**config.mk**
```make
export PLATFORM = sky130hd
export DESIGN_NAME = shift_receiver
export DESIGN_NICKNAME = d
export VERILOG_FILES = /design/src/rtl/serial_pkg.sv /design/src/rtl/shift_receiver_parity_accum.sv /design/src/rtl/shift_receiver.sv
export SDC_FILE = /design/constraint.sdc
export NUM_CORES = 1
export LEC_CHECK = 0
export ABC_AREA = 1
export ABC_CLOCK_PERIOD_IN_PS = 1500
export BUFFER_PORTS_ARGS = -buffer_cell sky130_fd_sc_hd__clkbuf_2
export CORE_MARGIN = 8
export CORE_UTILIZATION = 52
export DETAILED_ROUTE_END_ITERATION = 10
export GPL_ROUTABILITY_DRIVEN = 0
export PLACE_DENSITY = 0.78
export SYNTH_ARGS = -nofsm -noshare
export SYNTH_HDL_FRONTEND = slang
export SYNTH_SLANG_ARGS = --single-unit
```
**constraint.sdc**
```tcl
create_clock -name clk -period 1.5 [get_ports clk]
set_clock_uncertainty 0.1 [all_clocks]
set_input_delay 0.075 -clock clk [delete_from_list [all_inputs] [get_ports clk]]
set_output_delay 0.075 -clock clk [all_outputs]
set_load 0.005 [all_outputs]
```
**src/rtl/serial_pkg.sv**
```systemverilog
// Shared types and defaults for the serial receive path.
package serial_pkg;

    localparam int DEFAULT_DATA_WIDTH = 8;

    typedef enum logic {
        IDLE = 1'b0,
        RECV = 1'b1
    } state_t;

endpackage

```
**src/rtl/shift_receiver_parity_accum.sv**
```systemverilog
// Running XOR of the frame bits; restarts on the first bit of every frame.
module parity_accum (
    input  logic clk,
    input  logic reset,
    input  logic clear,
    input  logic enable,
    input  logic start,
    input  logic data_in,
    output logic parity
);

    always_ff @(posedge clk or negedge reset) begin
        if (!reset) begin
            parity <= 1'b0;
        end else if (clear) begin
            parity <= 1'b0;
        end else if (enable) begin
            parity <= start ? data_in : (parity ^ data_in);
        end
    end

endmodule

```
**src/rtl/shift_receiver.sv**
```systemverilog
// MSB-first serial-to-parallel receiver with a one-word holding register.
// Optional even-parity bit per frame when SHIFT_RECEIVER_PARITY_EN is defined.
//
// state | meaning
// IDLE  | no bits of the current frame held
// RECV  | 1..N-1 bits of the current frame held
module shift_receiver
    import serial_pkg::*;
#(
    parameter int DATA_WIDTH = DEFAULT_DATA_WIDTH
) (
    input  logic                  clk,
    input  logic                  reset,
    input  logic                  data_in,
    input  logic                  enable,
    input  logic                  clear,
    input  logic                  out_ready,
    output logic [DATA_WIDTH-1:0] out_data,
    output logic                  out_valid,
    output logic                  busy,
    output logic                  overrun,
    output logic                  parity_err
);

`ifdef SHIFT_RECEIVER_PARITY_EN
    localparam int FRAME_LEN = DATA_WIDTH + 1;
`else
    localparam int FRAME_LEN = DATA_WIDTH;
`endif
    // The final frame bit is taken straight from data_in, so only N-1 bits are held.
    localparam int HOLD_W = FRAME_LEN - 1;
    localparam int CNT_W  = $clog2(FRAME_LEN + 1);
    localparam logic [CNT_W-1:0] LAST_CNT = CNT_W'(FRAME_LEN - 1);

    state_t                state, state_next;
    logic [CNT_W-1:0]      bit_cnt;
    logic [HOLD_W-1:0]     shreg;
    logic [HOLD_W-1:0]     shreg_shift;
    logic [DATA_WIDTH-1:0] word;
    logic                  take_bit;
    logic                  last_bit;

    assign take_bit = enable && !clear;
    assign last_bit = take_bit && (bit_cnt == LAST_CNT);

    generate
        if (HOLD_W > 1) begin : g_shift_wide
            assign shreg_shift = {shreg[HOLD_W-2:0], data_in};
        end else begin : g_shift_one
            assign shreg_shift = data_in;
        end
    endgenerate

`ifdef SHIFT_RECEIVER_PARITY_EN
    assign word = shreg;
`else
    assign word = {shreg, data_in};
`endif

    always_ff @(posedge clk or negedge reset) begin
        if (!reset) begin
            state <= IDLE;
        end else begin
            state <= state_next;
        end
    end

    always_comb begin
        state_next = state;
        busy       = (state == RECV);
        if (clear) begin
            state_next = IDLE;
        end else if (take_bit) begin
            state_next = last_bit ? IDLE : RECV;
        end
    end

    always_ff @(posedge clk or negedge reset) begin
        if (!reset) begin
            bit_cnt   <= '0;
            shreg     <= '0;
            out_data  <= '0;
            out_valid <= 1'b0;
            overrun   <= 1'b0;
        end else begin
            if (clear) begin
                bit_cnt <= '0;
                shreg   <= '0;
            end else if (take_bit) begin
                bit_cnt <= last_bit ? '0 : bit_cnt + 1'b1;
                shreg   <= shreg_shift;
            end

            // A completing frame and an accept in the same cycle hand over without a bubble.
            if (last_bit) begin
                if (!out_valid || out_ready) begin
                    out_data  <= word;
                    out_valid <= 1'b1;
                end
            end else if (out_valid && out_ready) begin
                out_valid <= 1'b0;
            end

            if (clear) begin
                overrun <= 1'b0;
            end else if (last_bit && out_valid && !out_ready) begin
                overrun <= 1'b1;
            end
        end
    end

`ifdef SHIFT_RECEIVER_PARITY_EN
    logic par_acc;

    parity_accum u_parity_accum (
        .clk     (clk),
        .reset   (reset),
        .clear   (clear),
        .enable  (take_bit),
        .start   (bit_cnt == '0),
        .data_in (data_in),
        .parity  (par_acc)
    );

    always_ff @(posedge clk or negedge reset) begin
        if (!reset) begin
            parity_err <= 1'b0;
        end else if (clear) begin
            parity_err <= 1'b0;
        end else if (last_bit && (par_acc != data_in)) begin
            parity_err <= 1'b1;
        end
    end
`else
    assign parity_err = 1'b0;
`endif

endmodule

```
==> results.cfg <==
[outcome]
status = finished, final reports clean

[worst_setup_path]
max_stage_delay_ns = 0.53
critPathRequiredTime_ns = 1.61
cp-end-kind = register
start_kind = input pin
worstPathMaxFanout = 12
crit_arrival_ns = 1.47
rrSetupSlack_ns = 0.14
cp_num_buf_inv = 4
slowest_stage = dlygate4sd3_1
critPathKind = in -> reg
path_common_cell = nand2_1
crit_family = buffers and inverters
crit_path_cell_trace = dlygate4sd3_1 > clkbuf_2 > inv_2 > nand2_4 > clkinv_2 > nand3_2 > nand2_1 > nand2_1

[synthesis]
synth_area_leaders = dfrtp_1 (57%), nand2_1 (10%), nand4_1 (5.8%)
synth.yosys.seq_area_share = 0.571
postSynthCellCount = 100
synth.top_cell.area_share = 0.571
synth_area_um2 = 965
yosys_warnings = 0
synth_nets = 107
synth_largest_area_cell = dfrtp_1
synth_cell_type_count = 22
synth_seq_cells = 22
postSynthAreaPerCell_um2 = 9.65

[clock_network]
cts_buffer_depth = 2
clk_latency_ns = 0.30
path_clk_slew_ns = 0.12
cts.sinks = 22
htree_levels = 1
cts_root_buf = clkbuf_4
numCtsBuffers = 3
cts_tree = done

[finish]
drive_gt1_frac = 0.248
nets = 129
antennaDiodeCount = 0
areaGrowthSynthToFinish_pct = 17.9

[drt]
wl_per_cell_um = 11.8
route.met3.wl_um = 102
wl_met1_um = 806
wirelength_um = 1720
drt_pass1_iterations = 6
wl_met2_um = 785
drc = 0
num_vias = 733
highest_layer = met4
via_per_inst = 5.02
final_antenna_net_count = 0
drtIter0Drc = 19

[timing]
worstMarginPinSlew_ns = 0.522
layout_min_cycle_time_ns = 1.36
final.period_utilization = 0.909
grt_setup_unrepaired = false
max-slew-margin-rel = 0.652
hold_viol_final = 0
slew_violations = 0
final.setup.worst_slack_ns = 0.137
tns_ns = 0
setup_viol = 0
timing.fmax_mhz = 734

[power]
pwr-share-clk = 0.397
pwr-share-seq = 0.545
power.switching_uw = 226
cellPowerDensity_nw_per_um2 = 984
irDropWorstVdd_mv = 0.669
pwr-share-comb = 0.058
p_leak_uw = 0.000614
swShare = 0.202
power.internal_uw = 894

[floorplanning]
num_rows = 15
ioPinCount = 18
die_h_um = 59.1
dieArea_um2 = 3490
core_area_um2 = 1750
die_width_um = 59.1
start_util = 0.553

[grt]
grtUsageTotal = 0.106
antenna_found_initial = 0
grt_pass1_vias = 679
grt-ovfl-total = 0
grt_max_degree = 23
grt_pass1_wl_um = 2880

[placed_design]
io_buffers = 16
place_worst_setup_slack_ns = 0.150
place_hpwl_um = 1300

[flow_run]
maxCapViolCount = 0

[hold_path]
hp-class = in -> reg
## synth_stat cells, drive strengths merged
library cell  instances
ha                    1
conb                  1
nand4                 9
nor3b                 1
nor2                  2
buf                   3
inv                  12
nand2                29
a21oi                 1
nand3                 8
dfrtp                22
o21ai                 5
o22ai                 5
clkbuf                1
## cells in the final DEF (no fill, tap or decap), drive strengths merged
master	Yosys	routed
nand2	29	29
conb	1	1
nand4	9	9
nor3b	1	1
a21oi	1	1
dfrtp	22	22
inv	12	11
clkbuf	1	19
nor2	2	2
o22ai	5	5
nand3	8	8
ha	1	1
clkinv	0	1
o21ai	5	5
dlygate4sd3	0	3
bufinv	0	1
buf	3	2
## layout make-up
type / instances / area (um2)
clock buffers: 3 / 22.5
clock inverters: 1 / 30.0
fillers: 144 / 608
inverters: 12 / 46.3
multi-input cells: 62 / 332
flip-flops and latches: 22 / 551
well taps: 25 / 31.3
repair buffers: 21 / 125
## final timing paths
check / start / endpoint / cells past startpoint
worst max-delay path: clear / out_data[4] / 8
min in group asynchronous: reset / bit_cnt[1] / 2
worst min-delay path: out_ready / overrun / 4
worst min register to register: out_data[2] / out_data[2] / 2
worst max register to register: bit_cnt[0] / out_data[4] / 6
max in group asynchronous: reset / out_data[5] / 2
## what timing repair did
action / in CTS / in global routing
endpoints found under the setup margin: 0 / 8
setup buffers: 0 / 0
hold buffers: 3 / 0
gates resized for setup: 0 / 1
endpoints found under the hold margin: 25 / 0
## cell families (layout without fill, tap and decap cells)
| kind of cell | count (synthesis) | count (layout) | synth area share |
|---|---|---|---|
| simple gates | 49 | 49 | 0.259 |
| compound gates | 11 | 11 | 0.0674 |
| buf+inv | 16 | 37 | 0.0856 |
| other cells | 1 | 1 | 0.00389 |
| flops | 22 | 22 | 0.571 |
| fa+ha+maj | 1 | 1 | 0.0130 |
## per-stage QoR
stage	utilization	hold slack (ns)	cell area, um2	instances	power (uW)
global placement	0.604	-0.0254	1050	139	679
floorplan	-	-0.321	965	100	655
detailed placement	0.604	-0.0215	1050	139	681
finish	0.652	0.00778	1140	146	1120
global route	0.652	0.0238	1140	146	1160
CTS	0.651	0.0113	1140	146	1130
## worst min-delay path, stage by stage
cell and delay, ns:
clkbuf_2 0.07, inv_1 0.03, nand2_1 0.13, o21ai_2 0.08
## flip-flops by register name, indices dropped and copies added, names as in the netlist
signal     flops
out_data       8
shreg          7
bit_cnt        4
busy           1
out_valid      1
overrun        1
## per-layer routing
metal,vias to the layer above,GRT usage
met4,0,0.0580
met3,4,0.0282
met5,-,0
met2,19,0.170
li1,371,-
met1,339,0.126
## power by group through the flow
| stage | clock network [uW] | logic [uW] | registers [uW] |
|---|---|---|---|
| 4_1_cts | 452 | 65.3 | 610 |
| 3_5_place_dp | 0 | 58.9 | 622 |
| 6_report | 444 | 64.6 | 611 |
| 2_1_floorplan | 0 | 34.2 | 621 |
| 5_1_grt | 469 | 74.1 | 612 |
| 3_3_place_gp | 0 | 57.5 | 621 |
Power figures use the tool's default switching activity.
